**src/rtl/bcd_pkg.sv**
```systemverilog
// Shared constants and FSM state type for the sequential binary-to-BCD converter.
package bcd_pkg;

    localparam int DIGIT_W    = 4;
    localparam int ADJ_THRESH = 5;
    localparam int ADJ_ADD    = 3;
    localparam int XS3_BIAS   = 3;

    typedef enum logic [1:0] {
        IDLE  = 2'd0,
        SHIFT = 2'd1,
        DONE  = 2'd2
    } state_t;

endpackage

```
**src/rtl/bcd_digit_adj.sv**
```systemverilog
// One double-dabble correction cell: adds 3 to a BCD digit that is 5 or more.
import bcd_pkg::*;

module bcd_digit_adj (
    input  logic [DIGIT_W-1:0] i_digit,
    output logic [DIGIT_W-1:0] o_digit
);

    // A digit of 5..9 becomes 8..12, so the 4-bit sum never wraps.
    assign o_digit = (i_digit >= DIGIT_W'(ADJ_THRESH)) ? (i_digit + DIGIT_W'(ADJ_ADD)) : i_digit;

endmodule

```
**src/rtl/bin_to_bcd_seq.sv**
```systemverilog
// Sequential shift-add-3 binary-to-BCD converter, one input bit per clock, valid/ready on both sides.
// Optional feature macro EXCESS3_OUT_EN adds a registered excess-3 copy of the result (xs3_out).
import bcd_pkg::*;

module bin_to_bcd_seq #(
    parameter int BIN_W  = 8,
    parameter int DIGITS = 3
) (
    input  logic                    clk,
    input  logic                    rst_n,
    input  logic                    in_valid,
    output logic                    in_ready,
    input  logic [BIN_W-1:0]        bin_in,
    output logic                    out_valid,
    input  logic                    out_ready,
    output logic [4*DIGITS-1:0]     bcd_out,
    output logic                    busy
`ifdef EXCESS3_OUT_EN
    ,
    output logic [4*DIGITS-1:0]     xs3_out
`endif
);

    localparam int ACC_W = DIGIT_W * DIGITS;
    localparam int CNT_W = $clog2(BIN_W + 1);

    if ((BIN_W >= 31) || ((2 ** BIN_W) > (10 ** DIGITS))) begin : g_range_check
        $error("bin_to_bcd_seq: DIGITS too small for BIN_W");
    end

    state_t             r_state;
    state_t             w_next;
    logic [ACC_W-1:0]   r_acc;
    logic [BIN_W-1:0]   r_bin;
    logic [CNT_W-1:0]   r_cnt;
    logic [ACC_W-1:0]   r_bcd_out;
    logic [ACC_W-1:0]   w_adj;
    logic [ACC_W-1:0]   w_acc_next;
    logic [BIN_W-1:0]   w_bin_next;
    logic               w_last_shift;

    for (genvar g = 0; g < DIGITS; g++) begin : g_adj
        bcd_digit_adj u_adj (
            .i_digit (r_acc[g*DIGIT_W +: DIGIT_W]),
            .o_digit (w_adj[g*DIGIT_W +: DIGIT_W])
        );
    end

    // The bit leaving the accumulator is always 0 in range; recycling it into the
    // spent end of the binary register keeps every adjusted bit consumed.
    assign w_acc_next   = {w_adj[ACC_W-2:0], r_bin[BIN_W-1]};
    assign w_bin_next   = {r_bin[BIN_W-2:0], w_adj[ACC_W-1]};
    assign w_last_shift = (r_cnt == CNT_W'(1));

    always_ff @(posedge clk or negedge rst_n) begin
        if (!rst_n) begin
            r_state <= IDLE;
        end else begin
            r_state <= w_next;
        end
    end

    always_comb begin
        w_next = r_state;
        case (r_state)
            IDLE:    if (in_valid)     w_next = SHIFT;
            SHIFT:   if (w_last_shift) w_next = DONE;
            DONE:    if (out_ready)    w_next = IDLE;
            default:                   w_next = IDLE;
        endcase
    end

    always_ff @(posedge clk or negedge rst_n) begin
        if (!rst_n) begin
            r_acc     <= '0;
            r_bin     <= '0;
            r_cnt     <= '0;
            r_bcd_out <= '0;
        end else begin
            case (r_state)
                IDLE: begin
                    if (in_valid) begin
                        r_bin <= bin_in;
                        r_acc <= '0;
                        r_cnt <= CNT_W'(BIN_W);
                    end
                end
                SHIFT: begin
                    r_acc <= w_acc_next;
                    r_bin <= w_bin_next;
                    r_cnt <= r_cnt - CNT_W'(1);
                    if (w_last_shift) begin
                        r_bcd_out <= w_acc_next;
                    end
                end
                default: begin
                end
            endcase
        end
    end

`ifdef EXCESS3_OUT_EN
    logic [ACC_W-1:0] w_xs3_next;
    logic [ACC_W-1:0] r_xs3_out;

    for (genvar g = 0; g < DIGITS; g++) begin : g_xs3
        assign w_xs3_next[g*DIGIT_W +: DIGIT_W] = w_acc_next[g*DIGIT_W +: DIGIT_W] + DIGIT_W'(XS3_BIAS);
    end

    // Loaded on the same edge as bcd_out so both share one handshake.
    always_ff @(posedge clk or negedge rst_n) begin
        if (!rst_n) begin
            r_xs3_out <= '0;
        end else if ((r_state == SHIFT) && w_last_shift) begin
            r_xs3_out <= w_xs3_next;
        end
    end

    assign xs3_out = r_xs3_out;
`endif

    assign in_ready  = (r_state == IDLE);
    assign out_valid = (r_state == DONE);
    assign busy      = (r_state == SHIFT) || (r_state == DONE);
    assign bcd_out   = r_bcd_out;

endmodule
```
**config.mk**
```make
export PLATFORM = sky130hd
export DESIGN_NAME = bin_to_bcd_seq
export DESIGN_NICKNAME = d
export VERILOG_FILES = /design/src/rtl/bcd_pkg.sv /design/src/rtl/bcd_digit_adj.sv /design/src/rtl/bin_to_bcd_seq.sv
export SDC_FILE = /design/constraint.sdc
export NUM_CORES = 1
export LEC_CHECK = 0
export BUFFER_PORTS_ARGS = -buffer_cell sky130_fd_sc_hd__buf_4
export CORE_ASPECT_RATIO = 1.25
export CORE_UTILIZATION = 27
export DETAILED_ROUTE_END_ITERATION = 8
export PLACE_DENSITY_LB_ADDON = 0.2
export SYNTH_ARGS = -nofsm -noshare
export SYNTH_HDL_FRONTEND = slang
export SYNTH_SLANG_ARGS = --single-unit
```
**constraint.sdc**
```tcl
create_clock -name clk -period 2.2 [get_ports clk]
set_input_delay 0.11 -clock clk [delete_from_list [all_inputs] [get_ports clk]]
set_output_delay 0.11 -clock clk [all_outputs]
set_load 0.005 [all_outputs]
```
Word level (Yosys, flattened, before mapping) --
Cells that the tools add are included.
Cells by class: mux-type cells 13, add/sub/neg operators 4, $lt $le $gt $ge 3, reductions and logical operators 6, equality and inequality tests 6
Operators with widths (number):
- 12-bit one-hot mux with 2 select lines | 1
- 4-bit 2-to-1 mux | 4
- 8-bit one-hot mux with 2 select lines | 1
- 4-bit by 2-bit adder with 4-bit output, second input constant | 3
- 4-bit by 3-bit >= comparator with 1-bit output, second input constant | 3
- 12-bit 2-to-1 mux | 1
- 8-bit 2-to-1 mux | 1
- 4-bit one-hot mux with 2 select lines | 1
- 2-bit 2-to-1 mux | 3
- 2-bit one-hot mux with 3 select lines | 1
- 4-bit by 1-bit == test with 1-bit output, second input constant | 1
- 2-bit != test, second input constant | 2
- 2-bit AND reduction | 2
- 4-bit by 1-bit subtractor with 4-bit output, second input constant | 1
- 3-bit AND reduction | 1
- 2-bit by 1-bit == test with 1-bit output, second input constant | 1
- 2-bit == test, second input constant | 1
- 2-bit logical NOT | 1
- 2-bit by 1-bit != test with 1-bit output, second input constant | 1
- 2-bit nonzero test | 1
- 1-bit logical OR | 1
Storage, ports and cells: word-level logic and storage cells 37, bits in registers 38, input port bits 12, output and inout port bits 15

Depth between registers and ports, before layout --
Gate-level depths: netlist of the first run.
depth after elaboration 3, depth in mapped cells 8, depth with buffers taken out 6

Cells and area by module --
Synthesis of the first run repeated with hierarchy kept, for this count alone.
Second synthesis, totals: cells, all modules 174, area total of the unflattened synthesis 1984.4 sq um
By module, submodules not included:
- bin_to_bcd_seq | cells each 126, area an instance 1680.4 sq um, sequential area each 950.9 sq um, times used 1
- bcd_digit_adj | cells each 16, area an instance 101.3 sq um, sequential area each 0.0 sq um, times used 3

Worst setup path after synthesis of the first run --
Ideal clock, no wire load.
path kind reg2reg, start point register r_state[0], end point register r_state[0], slack 0.617 ns, period minus slack after synthesis 1.583 ns, setup time 0.128 ns, arrival time 1.456 ns, buffers on the path 2, required time 2.072 ns, stages on the path, launching flop included 9, cells stage by stage dfrtp_1 -> inv_1 -> ha_1 -> buf_4 -> nand2b_4 -> buf_6 -> o21ai_2 -> a21oi_1 -> mux2_1
On the way: longest elaborated chain between the ends 3, elaborated cells between the ends (all ways) 8, those cells by class eq/ne: 5; mux: 1; reduce/logical: 2
Ends and longest elaborated chain:
- start, declared | RTL line bin_to_bcd_seq.sv:31 | state_t r_state;
- start signal, assigned | RTL line bin_to_bcd_seq.sv:59 | r_state <= w_next;
- 2-bit logical NOT *
- via in_ready | RTL line bin_to_bcd_seq.sv:12 | output logic in_ready,
- 2-bit != test (no line)
- 3-bit AND reduction (no line)
Mark *: on every way through the listed nets, which the timed path passes. The rest lies on a longest branch. A chain may end at the register's enable or synchronous reset.

Final worst setup path of the first run --
start point register r_acc[8], end point register r_acc[10]
On the way: longest elaborated chain between the ends 3, elaborated cells between the ends (all ways) 4, those cells by class add/sub: 1; order compare: 1; mux: 2
Ends and longest elaborated chain:
- start, declared | RTL line bin_to_bcd_seq.sv:33 | logic [ACC_W-1:0] r_acc;
- start signal, assigned | RTL line bin_to_bcd_seq.sv:89 | r_acc <= w_acc_next;
- 4-bit by 2-bit adder with 4-bit output / 4-bit by 3-bit >= comparator with 1-bit output (equally long branches) | RTL line bcd_digit_adj.sv:10 | assign o_digit = (i_digit >= DIGIT_W'(ADJ_THRESH)) ? (i_digit + DIGIT_W'(ADJ_ADD)) : i_digit;
- 4-bit 2-to-1 mux * | RTL line bcd_digit_adj.sv:10
- 12-bit one-hot mux with 2 select lines * | RTL line bin_to_bcd_seq.sv:80 | case (r_state)
Every way passes the cells marked *; elsewhere a longest branch is shown, timed or not.

==> metrics, run 1 <==
clk_lat worst skew 280 ps; Max Clk Rate 562.6 MHz; CTS tree built; synth top area cells dfrtp_1 49%, ha_1 7.1%, o21ai_0 6.7%; #FFs+latches synth 38; dominant cell type by area after synthesis dfrtp_1; Die W 77.88 um; setup TNS 0 ps; CORE AREA 0.006977 mm2; vias post-DR 1491; overall routing resource usage 0.1188; RSZ-0062 raised after global routing false; clock-pin transition on the worst setup and hold timing paths 70 ps; crit path time final 1777 ps; Die Y 96.85 um; relative slew slack 0.6725; final setup fails 0; period utilisation layout 0.8080; worst setup path class flip-flop to flip-flop; most common cell after layout, fill and taps aside dfrtp_1; Rows 34; GR Overflow Total 0; initial antenna violation count 0; Cell variety after synth 31; slowest CP cell dfrtp_1; most frequent cells in the layout 38 x dfrtp_1, 32 x buf_4, 26 x o21ai_0, 19 x nand2_1; DRC Markers 0; WHS 122.3 ps; Static Leak 1.013 nW; Required @ worst endpoint 2400 ps; Synth-to-Final Area Change 19.64%; Starting Density 0.2785; largest family of logic cells by synthesized area compound AO/OA/AOI/OAI gates; Worst EP arrival 1980 ps; pwr dens 1410 mW/mm2; Critical Path Start Type flip-flop; routed wire length 4.139 mm; dpl cell area 0.002238 mm2; Root Driver clkbuf_8; CP max stage delay 400 ps; routed length per instance 13.14 um; Routability Congestion 0.7157; EDFF count, synth 0; Synth Cell Area 0.001943 mm2; outcome finished clean; overall power 3.278 mW; max-slew violations 0; clk buf depth 2; Seq/Total Area, Yosys 0.4894; # diodes 0; ys async rst share 1.000; DP Worst Slack 425.7 ps; setup bufs post-CTS 0; skew final 5.256 ps; XOR/XNOR Fraction of Synth Area 0.01803; Worst Hold Class input pin to flip-flop; top cell type's share of synthesized area 0.4894; Post-Syn Area per Cell 10.02 um2; fillers 743; Final Non-Filler Cells 315; worst slew pin tran 491.3 ps; Synth Area in Adders 0.07083; crit end category flip-flop; Worst Path Max Fanout 5; top_reg_cell synth dfrtp_1; Synth warnings 0; total clock sinks 38; clock buffer count from CTS 5; mux cell area share after synthesis 0.03413; first-pass GRT wire length 7.134 mm; I/O pin total 27; largest net degree at the start of global routing 39; Hold Violations, Final 0; number of port buffers 26; Placed Instances 307; simple-gate share of the synthesized area 0.1140; share of cells above drive strength 1 0.2178; Final #Nets 248; critical path's top delay family compound AO/OA/AOI/OAI gates; post-route ant nets 0; First-pass DRT Iterations 4; hpwl dp 2.919 mm; worst ir drop on vdd 0.4457 mV; final instance area 0.002325 mm2; WP buf/inv 1; max cap viols 0; Gate Count Post-Synth 194; Vias/cell 4.733; Net Count, Synth 217; DR iter-0 viols 75; Util after Layout 0.3332; worst-path cell chain inv_1, ha_1, nand2b_1, a21oi_1, mux2_2, o21ai_0; die area 0.007542 mm2; min setup slack post-route 422.5 ps; htree depth 2; vias in the first global route 1476; Compound-Gate Fraction of Synth Area 0.2189
[repair_timing]
item	4_1_cts	5_1_grt
hold buffers	1	0
gates resized for setup	0	0
endpoints found under the hold margin	38	0
[per-layer routing]
| layer | up-vias | global-route usage | wire (um) |
|---|---|---|---|
| li1 | 752 | - | - |
| met1 | 704 | 0.1534 | 1955 |
| met2 | 31 | 0.1940 | 1934 |
| met3 | 4 | 0.03019 | 207 |
| met4 | 0 | 0.03483 | 42 |
| met5 | - | 0 | 0 |
[Yosys cell counts, types with 4 or more instances]
cell type and number:
o22ai_1 17, nor3b_1 5, ha_1 11, clkbuf_1 4
inv_1 12, dfrtp_1 38, a21oi_1 17, mux2_2 4
nand2_1 19, o21ai_0 26, nor2_1 5
[path summary, 6_finish.rpt]
check                      slack, ps                endpoint  depth (start not counted)                    from
setup / recovery                 420   r_acc[10]$_DFFE_PN0P_                          6    r_acc[8]$_DFFE_PN0P_
hold / removal                   120    r_bin[3]$_DFFE_PN0P_                          3               bin_in[3]
setup reg to reg                 420   r_acc[10]$_DFFE_PN0P_                          6    r_acc[8]$_DFFE_PN0P_
hold reg to reg                  490  bcd_out[3]$_DFFE_PN0P_                          2  bcd_out[3]$_DFFE_PN0P_
max in group asynchronous       1530    r_acc[4]$_DFFE_PN0P_                          2                   rst_n
min in group asynchronous        330  r_state[0]$_DFFE_PN0P_                          2                   rst_n
[state kept, by name (all words and copies together), names as in the netlist]
name,cells
bcd_out,12
r_acc,12
r_bin,8
r_cnt,4
r_state,2
[final cells by class]
type / count / area [um2] / area share
repair buffers: 33 / 250.2 / 0.1076
multi-input cells: 134 / 885.9 / 0.3811
clock buffers: 7 / 76.32 / 0.03283
inverters: 13 / 48.80 / 0.02099
well taps: 90 / 112.6 / 0.04844
flip-flops and latches: 38 / 950.9 / 0.4090
[where the power goes]
group,total [mW],internal (mW),switching [mW],leakage [nW]
Sequential,1.20,0.977,0.220,0.482
Clock,0.447,0.218,0.229,0.0383
Combinational,1.63,0.740,0.895,0.493
Total,3.28,1.94,1.34,1.01
[cell families after synthesis]
family	Yosys count
XOR/XNOR	4
adder cells (fa/ha/maj)	11
multiplexers	6
AND/OR/NAND/NOR	43
buffers and inverters	22
flip-flops	38
AO/OA/AOI/OAI	70
[worst register-to-register path, cell delays in order, from the launching register on]
cell and delay (ps):
dfrtp_1 400, inv_1 130, ha_1 270, nand2b_1 80, a21oi_1 300, mux2_2 390
o21ai_0 140
(Power assumes the default switching activity.)
==> run 2: changes to the inputs <==
==> constraint.sdc (replaced) <==
create_clock -name clk -period 1.57 [get_ports clk]
set_input_delay 0.0785 -clock clk [delete_from_list [all_inputs] [get_ports clk]]
set_output_delay 0.0785 -clock clk [all_outputs]
set_load 0.005 [all_outputs]
==> run 2 against run 1 <==
Via count rose by 5.3%. Clock power rose by 83%. Sequential power rose by 40%. Utilization rose by 3.8 points. Sequential share of layout area fell by 4.2 points. Clock-buffer cell count did not move. First-iteration DRC count fell by 24%. Wire length rose by 8.1%. Global-route usage rose by 1.3 points. Combinational power rose by 82%. Critical path depth did not move. Critical endpoint is now r_acc[11]$_DFFE_PN0P_. Cell count rose by 7.6%.
==> metrics, run 2 (same netlist as run 1, synthesis figures left out) <==
outcome finished clean (unchanged); setup TNS 0 ps (unchanged); routed length per instance 13.20 um (was 13.14 um); worst r2r dst r_acc[11]$_DFFE_PN0P_ (was r_acc[10]$_DFFE_PN0P_); die area 0.007542 mm2 (unchanged); Hold Crit Endpoint r_bin[4]$_DFFE_PN0P_ (was r_bin[3]$_DFFE_PN0P_); clk buf depth 2 (unchanged); clock-pin transition on the worst setup and hold timing paths 70 ps (about the same); max cap viols 0 (unchanged); hpwl dp 3.184 mm (was 2.919 mm); Detail Route met3 WL 150 um (was 207 um); clock buffer count from CTS 5 (unchanged); Routability Congestion 0.7104 (was 0.7157); I/O pin total 27 (unchanged); max-slew violations 0 (unchanged); post-route ant nets 0 (unchanged); worst setup path class flip-flop to flip-flop (unchanged); first-pass GRT wire length 7.665 mm (was 7.134 mm); fillers 744 (was 743); DRC Markers 0 (unchanged); R2R cell count 6 (unchanged); reg2reg setup slack 50 ps (was 420 ps); Final Non-Filler Cells 339 (was 315); hold_sp bin_in[4] (was bin_in[3]); Placed Instances 328 (was 307); vias in the first global route 1583 (was 1476); clk_lat worst skew 290 ps (was 280 ps); Worst Path Max Fanout 5 (unchanged); Die W 77.88 um (unchanged); overall routing resource usage 0.1321 (was 0.1188); period utilisation layout 0.9656 (was 0.8080); Rows 34 (unchanged); area of the multi-input gates 947.2 um2 (was 885.9 um2); R2R Path Start r_state[0]$_DFFE_PN0P_ (was r_acc[8]$_DFFE_PN0P_); crit end category flip-flop (unchanged); Storage cell area 950.9 um2 (unchanged); met1 wire length 2.235 mm (was 1.955 mm); share of cells above drive strength 1 0.3534 (was 0.2178); WHS 83.32 ps (was 122.3 ps); Root Driver clkbuf_8 (unchanged); number of port buffers 26 (unchanged); skew final 4.201 ps (was 5.256 ps); combinational share of power 0.542 (was 0.499); Net Sw Frac 0.3836 (was 0.4096); Worst Hold Class input pin to flip-flop (unchanged); largest net degree at the start of global routing 39 (unchanged); Hold Path Depth 3 (unchanged); First-pass DRT Iterations 4 (unchanged); initial antenna violation count 0 (unchanged); total clock sinks 38 (unchanged); Required @ worst endpoint 1750 ps (was 2400 ps); vias post-DR 1570 (was 1491); most common cell after layout, fill and taps aside buf_4 (was dfrtp_1); internal power 3.365 mW (was 1.935 mW); highest metal used met4 (unchanged); Final #Nets 271 (was 248); final setup fails 0 (unchanged); pwr dens 2106 mW/mm2 (was 1410 mW/mm2); # diodes 0 (unchanged); CORE AREA 0.006977 mm2 (unchanged); Vias/cell 4.631 (was 4.733); Critical Path Start Type flip-flop (unchanged); crit path time final 1516 ps (was 1777 ps); CTS tree built (unchanged); Net Sw Power 2.095 mW (was 1.343 mW); Clk pwr share 0.149 (was 0.136); Flop pwr share 0.308 (was 0.365); Hold Violations, Final 0 (unchanged); DR iter-0 viols 57 (was 75); WL met2 2.016 mm (was 1.934 mm); htree depth 2 (unchanged); most frequent cells in the layout 54 x buf_4, 38 x dfrtp_1, 21 x o21ai_0, 19 x nand2_1, 17 x o22ai_1 (was 38 x dfrtp_1, 32 x buf_4, 26 x o21ai_0, 19 x nand2_1); Synth-to-Final Area Change 33.42% (was 19.64%); Static Leak 1.147 nW (was 1.013 nW); worst ir drop on vdd 0.6294 mV (was 0.4457 mV); relative slew slack 0.6574 (was 0.6725); worst slew pin tran 513.9 ps (was 491.3 ps); Starting Density 0.2785 (unchanged); Max Clk Rate 659.7 MHz (was 562.6 MHz); RSZ-0062 raised after global routing true (was false); Die Y 96.85 um (unchanged); routed wire length 4.474 mm (was 4.139 mm); GR Overflow Total 0 (unchanged); Worst EP arrival 1690 ps (was 1980 ps)
-- run 2: worst max-delay path by stage --
stage                                 startpoint                      to  slack (ps)
after CTS                   r_acc[0]$_DFFE_PN0P_    r_acc[2]$_DFFE_PN0P_          20
after floorplan           r_state[0]$_DFFE_PN0P_  r_state[0]$_DFFE_PN0P_           6
final                     r_state[0]$_DFFE_PN0P_   r_acc[11]$_DFFE_PN0P_          50
after global placement      r_acc[1]$_DFFE_PN0P_    r_acc[2]$_DFFE_PN0P_           1
after detailed placement  r_state[0]$_DFFE_PN0P_    r_acc[3]$_DFFE_PN0P_         -50
after global routing      r_state[0]$_DFFE_PN0P_    r_acc[7]$_DFFE_PN0P_         -40
-- run 2: per-layer routing --
layer	vias up	GRT usage
li1	797	-
met1	743	0.1784
met2	26	0.2022
met3	4	0.03113
met4	0	0.05225
met5	-	0
-- run 2: worst max-delay path: stages, from the launching register on --
cell and delay (ps):
dfrtp_1 390, inv_1 80, ha_2 250, buf_4 170, and2b_1 190, nor2_2 80, a32o_1 250
-- run 2: final cells by class --
| cell class | instances | share of cell area |
|---|---|---|
| clock buffer | 7 | 0.02944 |
| clock inverter | 1 | 0.01158 |
| inverter | 13 | 0.01882 |
| multi-input combinational | 134 | 0.3653 |
| sequential | 38 | 0.3668 |
| tap | 90 | 0.04344 |
| timing repair buffer | 56 | 0.1646 |
-- run 2: stage by stage --
step	instance area [um2]	total power [mW]	utilization	worst slack, ps
after floorplan	1951	3.307	-	5.508
after global placement	2400	4.394	0.3440	1.111
after detailed placement	2400	4.425	0.3440	-45.24
after CTS	2534	5.327	0.3632	15.93
after global routing	2592	5.949	0.3716	-35.95
final	2592	5.460	0.3716	54.07
-- run 2: power groups by stage --
stage	sequential, mW	clock [mW]	combinational [mW]
after CTS	1.68	0.851	2.79
after global placement	1.69	0	2.70
after detailed placement	1.69	0	2.73
final	1.68	0.816	2.96
after global routing	1.75	0.887	3.31
after floorplan	1.63	0	1.68
-- run 2: what timing repair did --
action / in CTS / in global routing
hold endpoints to repair: 38 / 0
hold buffers: 1 / 0
buffers inserted: 0 / 2
cloned: 0 / 0
pin swaps: 0 / 3
resized for setup: 4 / 18
setup endpoints to repair: 12 / 21
==> run 3: changes to the inputs <==
--- a/config.mk
+++ b/config.mk
@@ -5,7 +5,7 @@
 export SDC_FILE = /design/constraint.sdc
 export NUM_CORES = 1
 export LEC_CHECK = 0
-export BUFFER_PORTS_ARGS = -buffer_cell sky130_fd_sc_hd__buf_4
+export BUFFER_PORTS_ARGS = -buffer_cell sky130_fd_sc_hd__clkbuf_2
 export CORE_ASPECT_RATIO = 1.25
 export CORE_UTILIZATION = 27
 export DETAILED_ROUTE_END_ITERATION = 8
==> run 3 against run 2 <==
Sequential share of layout area up 0.089 points. Global-route usage down 0.98 points. Final area down 0.24%. Cell count up 0.88%. Power up 1.8%. Worst hold slack better by 5.6 ps. Wire length down 2.9%. Utilization down 0.090 points. Combinational power down 3%. Die area unchanged. Via count about the same. Largest cell class unchanged.
==> metrics, run 3 (same netlist as run 1, synthesis figures left out) <==
die area 0.007542 mm2 (unchanged); Starting Density 0.2785 (unchanged); Final #Nets 274 (was 271); Critical Path Start Type flip-flop (unchanged); most frequent cells in the layout 38 x dfrtp_1, 30 x buf_4, 26 x clkbuf_2, 21 x o21ai_0, 19 x nand2_1 (was 54 x buf_4, 38 x dfrtp_1, 21 x o21ai_0, 19 x nand2_1, 17 x o22ai_1); first-pass GRT wire length 7.279 mm (was 7.665 mm); Worst Path Max Fanout 6 (was 5); most common cell after layout, fill and taps aside dfrtp_1 (was buf_4); GR Overflow Total 0 (unchanged); clock-pin transition on the worst setup and hold timing paths 70 ps (about the same); Die W 77.88 um (unchanged); overall routing resource usage 0.1223 (was 0.1321); First-pass DRT Iterations 4 (unchanged); R2R cell count 7 (was 6); Hold Crit Endpoint r_bin[3]$_DFFE_PN0P_ (was r_bin[4]$_DFFE_PN0P_); outcome finished clean (unchanged); worst r2r dst r_acc[3]$_DFFE_PN0P_ (was r_acc[11]$_DFFE_PN0P_); dpl cell area 0.002397 mm2 (was 0.002400 mm2); Routability Congestion 0.7552 (was 0.7104); reg2reg setup slack 90 ps (was 50 ps); Util after Layout 0.3707 (was 0.3716); post-route ant nets 0 (unchanged); worst setup path class flip-flop to flip-flop (unchanged); Static Leak 1.172 nW (was 1.147 nW); relative slew slack 0.6911 (was 0.6574); DRC Markers 0 (unchanged); Die Y 96.85 um (unchanged); skew final 11.17 ps (was 4.201 ps); Rows 34 (unchanged); initial antenna violation count 0 (unchanged); hold_sp bin_in[3] (was bin_in[4]); Vias/cell 4.588 (was 4.631); worst slew pin tran 463.4 ps (was 513.9 ps); max-slew violations 0 (unchanged); largest net degree at the start of global routing 24 (was 39); total clock sinks 38 (unchanged); share of cells above drive strength 1 0.3532 (was 0.3534); Hold Violations, Final 0 (unchanged); routed wire length 4.346 mm (was 4.474 mm); R2R Path Start r_state[1]$_DFFE_PN0P_ (was r_state[0]$_DFFE_PN0P_); final setup fails 0 (unchanged); htree depth 2 (unchanged); CTS tree built (unchanged); vias in the first global route 1543 (was 1583); routed length per instance 12.71 um (was 13.20 um); Worst Hold Class input pin to flip-flop (unchanged); clk_lat worst skew 290 ps (about the same); clock buffer count from CTS 5 (unchanged); clk buf depth 2 (unchanged); Worst EP arrival 1650 ps (was 1690 ps); hpwl dp 3.237 mm (was 3.184 mm); RSZ-0062 raised after global routing false (was true); CORE AREA 0.006977 mm2 (unchanged); I/O pin total 27 (unchanged); Hold Path Depth 3 (unchanged); Required @ worst endpoint 1740 ps (was 1750 ps); crit end category flip-flop (unchanged); vias post-DR 1569 (was 1570); period utilisation layout 0.9419 (was 0.9656); Max Clk Rate 676.2 MHz (was 659.7 MHz); DR iter-0 viols 59 (was 57); crit path time final 1479 ps (was 1516 ps); # diodes 0 (unchanged); max cap viols 0 (unchanged); worst ir drop on vdd 0.6702 mV (was 0.6294 mV); Synth-to-Final Area Change 33.10% (was 33.42%); number of port buffers 26 (unchanged); Root Driver clkbuf_8 (unchanged); final instance area 0.002586 mm2 (was 0.002592 mm2); pwr dens 2150 mW/mm2 (was 2106 mW/mm2)
run 3: changes by cell type in the layout (fill, tap and decap cells not counted), sizes merged:
cell    before  now
clkbuf       7   31
buf         55   32
clkinv       0    1
bufinv       1    2
run 3: area by class of cell:
class | count | area [um2]
Timing Repair Buffer | 59 | 405.4
Clock buffer | 5 | 68.82
Clock inverter | 3 | 68.82
Tap cell | 90 | 112.6
Fill cell | 742 | 4390
Sequential cell | 38 | 950.9
Multi-Input combinational cell | 134 | 930.9
Inverter | 13 | 48.80
run 3: through the flow:
stage / total power, mW / instances / TNS [ps] / hold WS, ps / worst slack [ps]
floorplan: 3.307 / 194 / 0 / -217.1 / 5.508
global placement: 4.440 / 333 / 0 / 63.46 / 22.60
detailed placement: 4.447 / 333 / -77.98 / 56.08 / -30.97
CTS: 5.505 / 342 / 0 / 78.48 / 12.20
global route: 6.032 / 342 / 0 / 98.90 / 1.607
finish: 5.560 / 342 / 0 / 88.95 / 91.19
run 3: metal layers:
layer	up-vias	share of wire	GRT usage
met2	31	0.47	0.1988
li1	804	-	-
met3	0	0.038	0.03208
met4	0	0	0.03048
met5	-	0	0
met1	734	0.49	0.1601
run 3: repair_timing:
| action | CTS | global route |
|---|---|---|
| resized for setup | 2 | 17 |
| setup buffers | 0 | 0 |
| hold buffers | 1 | 0 |
| setup endpoints to repair | 13 | 23 |
| pin swaps | 0 | 4 |
| endpoints found under the hold margin | 15 | 0 |
run 3: power by group:
| group | leakage, nW | switching [mW] | internal [mW] |
|---|---|---|---|
| Clock | 0.0683 | 0.366 | 0.637 |
| Sequential | 0.482 | 0.307 | 1.37 |
| Combinational | 0.621 | 1.43 | 1.45 |
| Total | 1.17 | 2.10 | 3.46 |
run 3: worst max path at each step:
stage | depth (start not counted) | endpoint | from | slack (ps)
floorplan | 8 | r_state[0]$_DFFE_PN0P_ | r_state[0]$_DFFE_PN0P_ | 6
global placement | 7 | r_acc[3]$_DFFE_PN0P_ | r_state[0]$_DFFE_PN0P_ | 20
detailed placement | 7 | r_bin[6]$_DFFE_PN0P_ | r_state[0]$_DFFE_PN0P_ | -30
CTS | 5 | bcd_out[2]$_DFFE_PN0P_ | r_acc[0]$_DFFE_PN0P_ | 10
global route | 7 | r_acc[3]$_DFFE_PN0P_ | r_state[1]$_DFFE_PN0P_ | 2
finish | 7 | r_acc[3]$_DFFE_PN0P_ | r_state[1]$_DFFE_PN0P_ | 90
run 3: critical path, cell delays in order (launching register included):
cell and delay (ps):
dfrtp_1 380, inv_1 110, ha_2 240, inv_2 70
o21ai_2 130, buf_4 170, o31ai_2 70, a32o_1 200
